[src/rtl/eth_stats_pkg.sv]
// Purpose : shared constants and types for the MAC statistics counter block.
//   - event index constants for the 1G MAC status strobes
//   - default event count
//   - response FSM state type
//   - helper for the read-index width
package eth_stats_pkg;

  localparam int unsigned ETH_STATS_NUM_EVENTS = 9;

  localparam int unsigned EV_TX_UNDERFLOW     = 0;
  localparam int unsigned EV_TX_FIFO_OVERFLOW = 1;
  localparam int unsigned EV_TX_FIFO_BAD      = 2;
  localparam int unsigned EV_TX_FIFO_GOOD     = 3;
  localparam int unsigned EV_RX_BAD_FRAME     = 4;
  localparam int unsigned EV_RX_BAD_FCS       = 5;
  localparam int unsigned EV_RX_FIFO_OVERFLOW = 6;
  localparam int unsigned EV_RX_FIFO_BAD      = 7;
  localparam int unsigned EV_RX_FIFO_GOOD     = 8;

  typedef enum logic {
    E_IDLE = 1'b0,
    E_RESP = 1'b1
  } resp_state_e;

  // Index width is at least one bit, even for a single counter.
  function automatic int unsigned idx_width(input int unsigned n);
    return (n <= 1) ? 1 : $clog2(n);
  endfunction

endpackage

[src/rtl/eth_stats_sat_counter.sv]
// Purpose : one saturating event counter.
// Ports   :
//   i_clk  clock
//   i_rst  asynchronous active-high reset
//   i_inc  count one event this cycle
//   i_clr  clear this cycle; the next value is i_inc so a coincident event survives
//   o_cnt  current count (registered)
module eth_stats_sat_counter #(
  parameter int unsigned WIDTH = 32
) (
  input  logic             i_clk,
  input  logic             i_rst,
  input  logic             i_inc,
  input  logic             i_clr,
  output logic [WIDTH-1:0] o_cnt
);

  logic [WIDTH-1:0] r_cnt;

  // Clear wins over increment; increment stops at all-ones.
  always_ff @(posedge i_clk or posedge i_rst) begin
    if (i_rst) begin
      r_cnt <= '0;
    end else if (i_clr) begin
      r_cnt <= WIDTH'(i_inc);
    end else if (i_inc && (r_cnt != {WIDTH{1'b1}})) begin
      r_cnt <= r_cnt + WIDTH'(1);
    end
  end

  assign o_cnt = r_cnt;

endmodule

[src/rtl/eth_mac_stats_counters.sv]
// Purpose : per-event saturating statistics counters for the 1G MAC, with a
//           valid/ready read port (optional clear-on-read) and a global clear.
// Ports   :
//   logic_clk, logic_rst       clock, asynchronous active-high reset
//   events_i[NUM_EVENTS]       one-cycle event strobes, bit i counts into counter i
//   clear_all_i                zero every counter (coincident events still count)
//   rd_v_i/rd_ready_o          read request handshake
//   rd_idx_i, rd_clr_i         counter to read, clear it after the read
//   resp_v_o/resp_ready_i      response handshake
//   resp_data_o, resp_err_o    sampled count, out-of-range index flag
// Option  : define ETH_STATS_IRQ_EN to add irq_mask_w_i, irq_mask_i and irq_o
//           (sticky per-event pending bits gated by a mask).
module eth_mac_stats_counters
  import eth_stats_pkg::*;
#(
  parameter  int unsigned NUM_EVENTS = ETH_STATS_NUM_EVENTS,
  parameter  int unsigned CNT_WIDTH  = 32,
  localparam int unsigned IDX_WIDTH  = idx_width(NUM_EVENTS)
) (
  input  logic                  logic_clk,
  input  logic                  logic_rst,
  input  logic [NUM_EVENTS-1:0] events_i,
  input  logic                  clear_all_i,
  input  logic                  rd_v_i,
  output logic                  rd_ready_o,
  input  logic [IDX_WIDTH-1:0]  rd_idx_i,
  input  logic                  rd_clr_i,
  output logic                  resp_v_o,
  input  logic                  resp_ready_i,
  output logic [CNT_WIDTH-1:0]  resp_data_o,
  output logic                  resp_err_o
`ifdef ETH_STATS_IRQ_EN
  ,
  input  logic                  irq_mask_w_i,
  input  logic [NUM_EVENTS-1:0] irq_mask_i,
  output logic                  irq_o
`endif
);

  resp_state_e           r_state;
  resp_state_e           w_state_nxt;
  logic [CNT_WIDTH-1:0]  r_resp_data;
  logic                  r_resp_err;
  logic                  w_accept;
  logic                  w_idx_ok;
  logic [CNT_WIDTH-1:0]  w_rd_sel;
  logic [NUM_EVENTS-1:0] w_clr;
  logic [CNT_WIDTH-1:0]  w_cnt [NUM_EVENTS];

  assign resp_v_o   = (r_state == E_RESP);
  assign rd_ready_o = !resp_v_o || resp_ready_i;
  assign w_accept   = rd_v_i && rd_ready_o;
  assign w_idx_ok   = (32'(rd_idx_i) < NUM_EVENTS);

  // Read mux (zero for out-of-range) and per-counter clear strobes.
  always_comb begin
    w_rd_sel = '0;
    w_clr    = '0;
    for (int unsigned i = 0; i < NUM_EVENTS; i++) begin
      if (32'(rd_idx_i) == i) begin
        w_rd_sel = w_cnt[i];
      end
      w_clr[i] = clear_all_i || (w_accept && rd_clr_i && (32'(rd_idx_i) == i));
    end
  end

  // Counter bank.
  for (genvar g = 0; g < NUM_EVENTS; g++) begin : g_cnt
    eth_stats_sat_counter #(
      .WIDTH (CNT_WIDTH)
    ) u_cnt (
      .i_clk (logic_clk),
      .i_rst (logic_rst),
      .i_inc (events_i[g]),
      .i_clr (w_clr[g]),
      .o_cnt (w_cnt[g])
    );
  end

  // Response FSM state register.
  always_ff @(posedge logic_clk or posedge logic_rst) begin
    if (logic_rst) begin
      r_state <= E_IDLE;
    end else begin
      r_state <= w_state_nxt;
    end
  end

  // Response FSM next state; an accept while draining keeps RESP (back-to-back).
  always_comb begin
    w_state_nxt = r_state;
    case (r_state)
      E_IDLE:  if (w_accept) w_state_nxt = E_RESP;
      E_RESP:  if (resp_ready_i && !w_accept) w_state_nxt = E_IDLE;
      default: w_state_nxt = E_IDLE;
    endcase
  end

  // Response payload: captured only on accept, so it holds while stalled.
  always_ff @(posedge logic_clk or posedge logic_rst) begin
    if (logic_rst) begin
      r_resp_data <= '0;
      r_resp_err  <= 1'b0;
    end else if (w_accept) begin
      r_resp_data <= w_rd_sel;
      r_resp_err  <= !w_idx_ok;
    end
  end

  assign resp_data_o = r_resp_data;
  assign resp_err_o  = r_resp_err;

`ifdef ETH_STATS_IRQ_EN
  logic [NUM_EVENTS-1:0] r_pending;
  logic [NUM_EVENTS-1:0] r_mask;
  logic                  r_irq;
  logic [NUM_EVENTS-1:0] w_pending_nxt;
  logic [NUM_EVENTS-1:0] w_mask_nxt;

  // A coincident event re-sets a pending bit that is being cleared.
  assign w_pending_nxt = (r_pending & ~w_clr) | events_i;
  assign w_mask_nxt    = irq_mask_w_i ? irq_mask_i : r_mask;

  // irq is built from next-state values so it always equals |(pending & mask).
  always_ff @(posedge logic_clk or posedge logic_rst) begin
    if (logic_rst) begin
      r_pending <= '0;
      r_mask    <= '0;
      r_irq     <= 1'b0;
    end else begin
      r_pending <= w_pending_nxt;
      r_mask    <= w_mask_nxt;
      r_irq     <= |(w_pending_nxt & w_mask_nxt);
    end
  end

  assign irq_o = r_irq;
`else
  // No interrupt logic in this build.
`endif

endmodule

[config.mk]
export PLATFORM = sky130hd
export DESIGN_NAME = eth_mac_stats_counters
export DESIGN_NICKNAME = d
export VERILOG_FILES = /design/src/rtl/eth_stats_pkg.sv /design/src/rtl/eth_stats_sat_counter.sv /design/src/rtl/eth_mac_stats_counters.sv
export SDC_FILE = /design/constraint.sdc
export NUM_CORES = 1
export LEC_CHECK = 0
export ABC_CLOCK_PERIOD_IN_PS = 2200
export CORE_MARGIN = 4
export CORE_UTILIZATION = 40
export CTS_BUF_LIST = sky130_fd_sc_hd__clkbuf_4 sky130_fd_sc_hd__clkbuf_8
export DETAILED_ROUTE_END_ITERATION = 10
export GPL_ROUTABILITY_DRIVEN = 0
export PLACE_DENSITY = 0.56
export SLEW_MARGIN = 20
export SYNTH_ARGS = -nofsm -noshare
export SYNTH_HDL_FRONTEND = slang
export SYNTH_HIERARCHICAL = 1
export SYNTH_SLANG_ARGS = --single-unit
[constraint.sdc]
create_clock -name logic_clk -period 2.2 [get_ports logic_clk]
set_input_delay 0.33 -clock logic_clk [delete_from_list [all_inputs] [get_ports logic_clk]]
set_output_delay 0.33 -clock logic_clk [all_outputs]
set_load 0.02 [all_outputs]
==> metrics.yaml <==
worstPathMaxFanout: 6
die_w_um: 233
synth.distinct_cells: 64
end_kind: "flip-flop"
crit_type: "reg2reg"
cts_hold_buffers: 0
yosysTopAreaCell: "dfrtp_1"
cts.sinks: 322
synth_fp_nets: 2370
finalSetupViolations: 0
dieHeight_um: 233
core_area_sq_um: 50200
drtAntennaViolNets: 0
post-place-cells: 3412
synth_edf_count: 0
insertion_delay_ns: 0.66
yosysSeqAreaShare_pct: 39.6
netlist_instances: 2342
rr_worst_depth: 6
drt_pass1_iterations: 8
power_density_nw_per_um2: 522
p_leak_nw: 10.9
synth_compound_area_share_pct: 21.8
worstReg2RegStart: "g_cnt[8].u_cnt/o_cnt[21]"
timing.rr.end: "g_cnt[8].u_cnt/o_cnt[0]"
pin_count: 54
grt-ovfl-total: 0
final_nets: 2856
async_reset_ff_share_pct: 100
num_rows: 82
start_util_pct: 40.5
clock_skew_ns: 0.0315
portBuffers: 53
ys.warnings.count: 6
min_period_ns: 2.15
htreeDepth: 3
drt_wl_total_um: 75500
synth_area_leaders: "dfrtp_1 (40%), a21oi_1 (5.8%), mux2i_1 (5.3%)"
synth_top_family_by_area: "simple AND/OR/NAND/NOR gates"
via_per_inst: 6.04
numCtsBuffers: 66
ys_ff_latch: 322
grt_max_degree: 33
cp-start-kind: "flip-flop"
drive_above_1_share_pct: 28.1
final_cell_mix: "buf_4 (501), dfrtp_1 (321), a21oi_1 (223)"
max-vdd-ir-drop_mv: 0.356
synth_area_per_cell_sq_um: 8.68
max_freq_mhz: 465
yosys-mux-area-fraction_pct: 5.77
worst_pin_slew_ns: 0.654
final_common_cell: "buf_4"
track_usage_pct: 27.0
maxCapViolations: 0
synth-simple-area-share_pct: 26.8
slew_violations: 0
antenna_found_initial: 2
synth_top_area_share_pct: 39.6
required_ns: 2.79
synth-xor-area-share_pct: 0.775
outcome: "finished, final reports clean"
cts_tree: "done"
rsz0062_at_grt: "yes"
netlist_area_sq_um: 20300
critical_path_arrival_ns: 2.74
dpl_cell_area_sq_um: 25200
num_vias: 21400
hp-class: "in2async"
grt_pass1_wl_um: 116000
instances_no_fill: 3546
drc: 0
area_growth_pct: 33.7
root_buffer: "clkbuf_8"
rrSetupSlack_ns: 0.05
finalCritPeriodShare_pct: 97.9
final_area_sq_um: 27200
clk_pin_slew_ns: 0.06
grt_pass1_vias: 20600
dp_hpwl_um: 57000
avgRoutedWirePerCell_um: 21.3
clock_path_buffers: 3
drt_iter0_drc: 1879
maxSlewHeadroom_pct: 55.3
synth_fa_ha_area_share_pct: 0.554
ys.flop_type: "dfrtp_1"
dieArea_sq_um: 54500
finalHoldViolCount: 0
worst max path at each step:
| stage | start | endpoint | slack (ns) | depth (start not counted) |
|---|---|---|---|---|
| after floorplan | g_cnt[7].u_cnt/o_cnt[0] | g_cnt[7].u_cnt/o_cnt[21] | 0.01 | 8 |
| after global placement | events_i[2] | g_cnt[2].u_cnt/o_cnt[21] | -0.26 | 7 |
| after detailed placement | events_i[2] | g_cnt[2].u_cnt/o_cnt[21] | -0.29 | 7 |
| after CTS | g_cnt[7].u_cnt/o_cnt[1] | g_cnt[7].u_cnt/o_cnt[26] | 0.001 | 6 |
| after global routing | g_cnt[3].u_cnt/o_cnt[5] | g_cnt[3].u_cnt/o_cnt[28] | -0.02 | 5 |
| final | g_cnt[8].u_cnt/o_cnt[21] | g_cnt[8].u_cnt/o_cnt[0] | 0.05 | 6 |
report_power, final:
group / leakage, nW / internal, mW / total, mW / switching [mW]
sequential: 4.45 / 6.02 / 6.11 / 0.0888
clock: 0.725 / 3.76 / 6.61 / 2.85
combinational: 5.75 / 0.613 / 1.47 / 0.861
per-layer routing:
layer | GRT usage (%) | wire (um) | up-vias
met5 | 0 | 0 | -
met4 | 14.2 | 4150 | 0
met3 | 4.49 | 4730 | 198
met2 | 43.2 | 35100 | 748
met1 | 35.1 | 31500 | 10500
li1 | - | - | 9982
cell usage after synthesis, drive strengths merged, types with 10 or more instances:
master / number
a21oi: 237
nor4: 27
or3: 136
nor2: 154
nand2: 111
nor3: 29
o2bb2ai: 27
nor2b: 25
xor2: 18
mux2i: 107
o31ai: 81
clkbuf: 109
o21a: 25
inv: 59
or4: 117
dfrtp: 322
or4b: 10
a211o: 18
nand4: 109
nand3: 111
o22ai: 33
nand2b: 22
or2: 11
and4: 36
nor4b: 10
buf: 60
o21ai: 207
critical path, stage by stage (launching register included):
cell     delay [ns]
dfrtp_1        0.41
nand4_1        0.24
nor4_2         0.34
buf_4          0.20
or4b_2         0.61
a21oi_1        0.17
a211o_1        0.11
stage by stage:
step	hold slack, ns	utilization (%)	power [mW]	setup slack (ns)	TNS [ns]
after global placement	0.541	50.2	7.63	-0.256	-8.84
after detailed placement	0.540	50.2	7.65	-0.290	-15.09
final	0.161	54.2	14.2	0.0473	0
after CTS	0.126	53.1	14.3	0.00103	0
after global routing	0.162	54.2	14.7	-0.0183	-0.0661
after floorplan	0.446	-	6.91	0.0138	0
repair_timing:
action / CTS / global route
cloned: 0 / 6
gates resized for setup: 26 / 79
pin swaps: 3 / 45
endpoints found under the setup margin: 31 / 95
setup buffers: 0 / 15
kinds of logic after synthesis:
| family | Yosys count |
|---|---|
| AOI/OAI and AO/OA | 720 |
| xor gates and xnor gates | 18 |
| adders and majority gates | 9 |
| buffers and inverters | 228 |
| DFF | 322 |
| muxes | 116 |
| and+or+nand+nor | 929 |
layout make-up:
type	instances	area (sq um)
antenna	1	2.50
clock buffer	100	1260
clock inverter	13	106
fill	4525	23000
inverter	59	221
multi-input combinational	1797	11900
sequential	322	8060
tap	672	841
timing repair buffer	582	4800
flip-flops by register name, summed over array words and instances, names as in the netlist:
name and flops:
resp_err_o 1, resp_v_o 1, resp_data_o 32, g_cnt.u_cnt/o_cnt 288
No activity file was read; power rests on OpenSTA's default activity.
